**src/rtl/maxpool_stream_ctrl.sv**
```systemverilog
// maxpool_stream_ctrl: frame sequencer emitting stride-aligned pool windows with valid/ready backpressure
module maxpool_stream_ctrl #(
  parameter int K_S  = 2,
  parameter int W_IN = 32,
  parameter int H_IN = 32,
  parameter int CW   = $clog2(W_IN),
  parameter int RW   = $clog2(H_IN)
) (
  input  logic          clk,
  input  logic          reset,
  input  logic          start,
  input  logic          in_valid,
  output logic          in_ready,
  output logic          pool_en,
  output logic          out_valid,
  input  logic          out_ready,
  output logic [CW-1:0] out_col,
  output logic [RW-1:0] out_row,
  output logic          busy,
  output logic          frame_done
);
  localparam int SW = K_S > 1 ? $clog2(K_S) : 1;
  typedef enum logic [1:0] {IDLE, RUN, DRAIN, DONE} state_t;
  state_t        state, state_n;
  logic [CW-1:0] col, oc;
  logic [RW-1:0] row, orow;
  logic [SW-1:0] sub_c, sub_r;
  logic          col_wrap, sc_wrap, sr_wrap, last, emit;
  assign in_ready   = state == RUN && !(out_valid && !out_ready);
  assign pool_en    = in_valid && in_ready;
  assign col_wrap   = col == CW'(W_IN - 1);
  assign sc_wrap    = sub_c == SW'(K_S - 1);
  assign sr_wrap    = sub_r == SW'(K_S - 1);
  assign last       = col_wrap && row == RW'(H_IN - 1);
  assign emit       = pool_en && sc_wrap && sr_wrap;
  assign busy       = state == RUN || state == DRAIN;
  assign frame_done = state == DONE;
  always_comb begin
    state_n = state == IDLE  ? (start ? RUN : IDLE) :
              state == RUN   ? (pool_en && last ? DRAIN : RUN) :
              state == DRAIN ? (!out_valid || out_ready ? DONE : DRAIN) : IDLE;
  end
  always_ff @(posedge clk) begin
    if (!reset) begin
      state     <= IDLE;
      col       <= '0;
      row       <= '0;
      sub_c     <= '0;
      sub_r     <= '0;
      oc        <= '0;
      orow      <= '0;
      out_valid <= 1'b0;
      out_col   <= '0;
      out_row   <= '0;
    end else begin
      state <= state_n;
      if (state == IDLE && start) begin
        col   <= '0;
        row   <= '0;
        sub_c <= '0;
        sub_r <= '0;
        oc    <= '0;
        orow  <= '0;
      end else if (pool_en) begin
        col   <= col_wrap ? '0 : col + 1'b1;
        row   <= col_wrap ? row + 1'b1 : row;
        sub_c <= col_wrap || sc_wrap ? '0 : sub_c + 1'b1;
        sub_r <= !col_wrap ? sub_r : sr_wrap ? '0 : sub_r + 1'b1;
        oc    <= col_wrap ? '0 : sc_wrap ? oc + 1'b1 : oc;
        orow  <= col_wrap && sr_wrap ? orow + 1'b1 : orow;
      end
      if (emit) begin
        out_valid <= 1'b1;
        out_col   <= oc;
        out_row   <= orow;
      end else if (out_valid && out_ready) begin
        out_valid <= 1'b0;
        out_col   <= '0;
        out_row   <= '0;
      end
    end
  end
endmodule
```
**config.mk**
```make
export PLATFORM = sky130hd
export DESIGN_NAME = maxpool_stream_ctrl
export DESIGN_NICKNAME = d
export VERILOG_FILES = /design/src/rtl/maxpool_stream_ctrl.sv
export SDC_FILE = /design/constraint.sdc
export NUM_CORES = 1
export LEC_CHECK = 0
export ABC_AREA = 0
export CORE_UTILIZATION = 56
export CTS_CLUSTER_DIAMETER = 200
export DETAILED_ROUTE_END_ITERATION = 12
export GPL_ROUTABILITY_DRIVEN = 0
export PLACE_DENSITY = 0.83
export SLEW_MARGIN = 10
export SYNTH_ARGS = -nofsm -noshare
export SYNTH_HDL_FRONTEND = slang
export SYNTH_SLANG_ARGS = --single-unit
export TNS_END_PERCENT = 5
```
**constraint.sdc**
```tcl
create_clock -name clk -period 2 [get_ports clk]
set_input_delay 0.6 -clock clk [delete_from_list [all_inputs] [get_ports clk]]
set_output_delay 0.6 -clock clk [all_outputs]
set_load 0.02 [all_outputs]
```
==> qor.yml <==
run_status:
  status: "finished clean"
cells_and_area:
  syn_to_final_growth_pct: 24.7
  layout.nets: 256
  fin_util: 0.751
  final_cell_mix: "dfxtp_1 (34), buf_4 (26), a21oi_1 (17)"
  finish.instance_area_sq_um: 2350
  num_antenna_cells: 0
  final_cell_count_no_fill: 286
  drive_gt1_frac: 0.202
  final_common_cell: "dfxtp_1"
drt:
  postRouteWirelength_um: 4630
  vias: 1826
  drt_iter0_drc: 121
  avgRoutedWirePerCell_um: 16.2
  drtPass1Iterations: 4
  via_per_inst: 6.38
  detail-route-antenna-nets: 0
  drc: 0
critical_path:
  cp_cell_sequence: "inv_1 -> ha_2 -> buf_4 -> and2_1 -> buf_4"
  timing.critical_path.mode_cell: "buf_4"
  start_kind: "flop"
  cp.arrival_ps: 1340
  rrSetupSlack_ps: 80
  r2r-start: "col[0]"
  cpPeakStageDelay_ps: 340
  crit_type: "flop to output port"
  crit_fanout: 4
  crit_start: "state[1]"
  crit_slowest_cell: "dfxtp_2"
  worstPathRequired_ps: 1400
  r2r-end: "row[0]"
  end_kind: "output port"
  ff2ff_path_depth: 6
logic_synthesis:
  synth_edf_count: 0
  synth_seq_cells: 35
  synth_xor_area_frac: 0
  synth-adder-area-share: 0.0664
  syn_nets: 225
  ys_seq_area_frac: 0.372
  yosysWarnings: 0
  syn-cell-area_sq_um: 1880
  synth_top_family_by_area: "compound AO/OA/AOI/OAI gates"
  synthSimpleGateAreaFrac: 0.213
  syn_inst: 210
  avgSynthCellArea_sq_um: 8.97
  synth_mux_area_frac: 0.0319
  synth_async_sr_flop_share: 0
  synthFlopType: "dfxtp_1"
  synth-compound-area-share: 0.252
  ys_types: 36
clock_network:
  clk_latency_ps: 350
  cts.sinks: 35
  cts_buffers: 5
  clock_path_buffers: 2
  clkTransAtPathRegs_ps: 110
  cts_tree: "yes"
  cts.htree.levels: 2
  ctsRootBufferMaster: "clkbuf_4"
  postCtsHoldBufs: 0
timing:
  setup-tns-final_ps: 0
  finalHoldViolations: 0
  holdWs_ps: 486
  finalCritPeriodShare: 0.971
  relSlewSlack: 0.733
  fin_ws_ps: 58.6
  fin_worst_skew_ps: 6.57
  fmax_mhz: 515
  finalSetupViolCount: 0
  min_period_ps: 1940
  worst_pin_slew_ps: 401
  finalMaxSlewViolations: 0
global_routing:
  grt_usage: 0.280
  first_global_vias: 1713
  antenna_found_initial: 0
  grt_max_degree: 45
  grt_overflow: 0
  grt_pass1_wl_um: 7400
power:
  powerDensity_nw_per_um2: 581
  finalPower_mw: 1.36
  peakVddDrop_uv: 393
  leakagePower_nw: 0.832
flow_run:
  maxCapViolations: 0
worst_hold_path:
  min_to: "orow[4]"
  min_from: "orow[4]"
  hold_class: "flop to flop"
  hold_depth: 2
floorplanning:
  row_count: 20
  fp.dieW_um: 60.0
  start_util: 0.602
  core_area_sq_um: 3130
  dieArea_sq_um: 3600
  ioPinCount: 20
  dieHeight_um: 60.0
placed_design:
  dp_hpwl_um: 3110
  dpl_cell_area_sq_um: 2200
  io_buffers: 19
  dp.cells: 274
  dp_slack_ps: -646
power breakdown:
group | switching (mW) | leakage, nW | internal, mW
logic | 0.0677 | 0.501 | 0.0510
clock network | 0.248 | 0.0482 | 0.295
registers | 0.00302 | 0.283 | 0.700
what timing repair did:
| action | in CTS | in global routing |
|---|---|---|
| endpoints found under the setup margin | 7 | 7 |
| buffers inserted | 0 | 4 |
| pin swaps | 1 | 0 |
| resized for setup | 24 | 5 |
worst max-delay path: cells and delay by family (launching register included):
family / cells / cell delay, ps
DFF: 1 / 340
buffers and inverters: 3 / 340
adders and majority gates: 1 / 180
and+or+nand+nor: 1 / 130
worst max-delay path by stage:
stage                           to  slack, ps  depth (start not counted)
after floorplan            pool_en         20                          5
after global placement    in_ready       -600                          4
after detailed placement   pool_en       -650                          5
after CTS                 in_ready          5                          5
after global routing        row[0]        -30                          6
final                     in_ready         60                          5
Yosys cell counts, types with 4 or more instances:
| cell type | instances | share of area |
|---|---|---|
| a21boi_0 | 10 | 0.040 |
| a21oi_1 | 17 | 0.045 |
| and2_1 | 4 | 0.013 |
| buf_2 | 7 | 0.019 |
| clkbuf_1 | 10 | 0.020 |
| dfxtp_1 | 35 | 0.37 |
| ha_1 | 10 | 0.066 |
| inv_1 | 4 | 0.0080 |
| mux2i_1 | 6 | 0.032 |
| nand2_1 | 11 | 0.022 |
| nand2b_1 | 6 | 0.020 |
| nand3_1 | 6 | 0.016 |
| nand4_1 | 15 | 0.050 |
| nor2_1 | 4 | 0.0080 |
| nor4_1 | 5 | 0.017 |
| o21ai_0 | 7 | 0.019 |
| o311ai_0 | 12 | 0.056 |
| o31ai_1 | 13 | 0.052 |
| or4_1 | 7 | 0.028 |
flip-flops by register name (all words and copies together) (netlist names):
| signal | count |
|---|---|
| sc_wrap | 1 |
| out_valid | 1 |
| oc | 5 |
| out_col | 5 |
| orow | 5 |
| row | 5 |
| out_row | 5 |
| sr_wrap | 1 |
| state | 2 |
| col | 5 |
routing by layer:
metal,part of all wire,track usage
met1,0.44,0.345
met3,0.056,0.0476
met2,0.48,0.451
met5,0,0
met4,0.024,0.179
final cells by class:
class | count | area [sq um]
Clock buffer | 6 | 51.3
Sequential cell | 35 | 702
Timing Repair Buffer | 45 | 387
Inverter | 4 | 18.8
Clock inverter | 2 | 35.0
Fill cell | 241 | 778
Tap cell | 44 | 55.1
Multi-Input combinational cell | 150 | 1100
kinds of logic (layout without fill, tap and decap cells):
group	count (synthesis)	after routing
DFF	35	35
adders and majority gates	10	10
and+or+nand+nor	67	67
buffers and inverters	25	57
AOI/OAI and AO/OA	67	67
muxes	6	6
No activity file was read; power rests on OpenSTA's default activity.
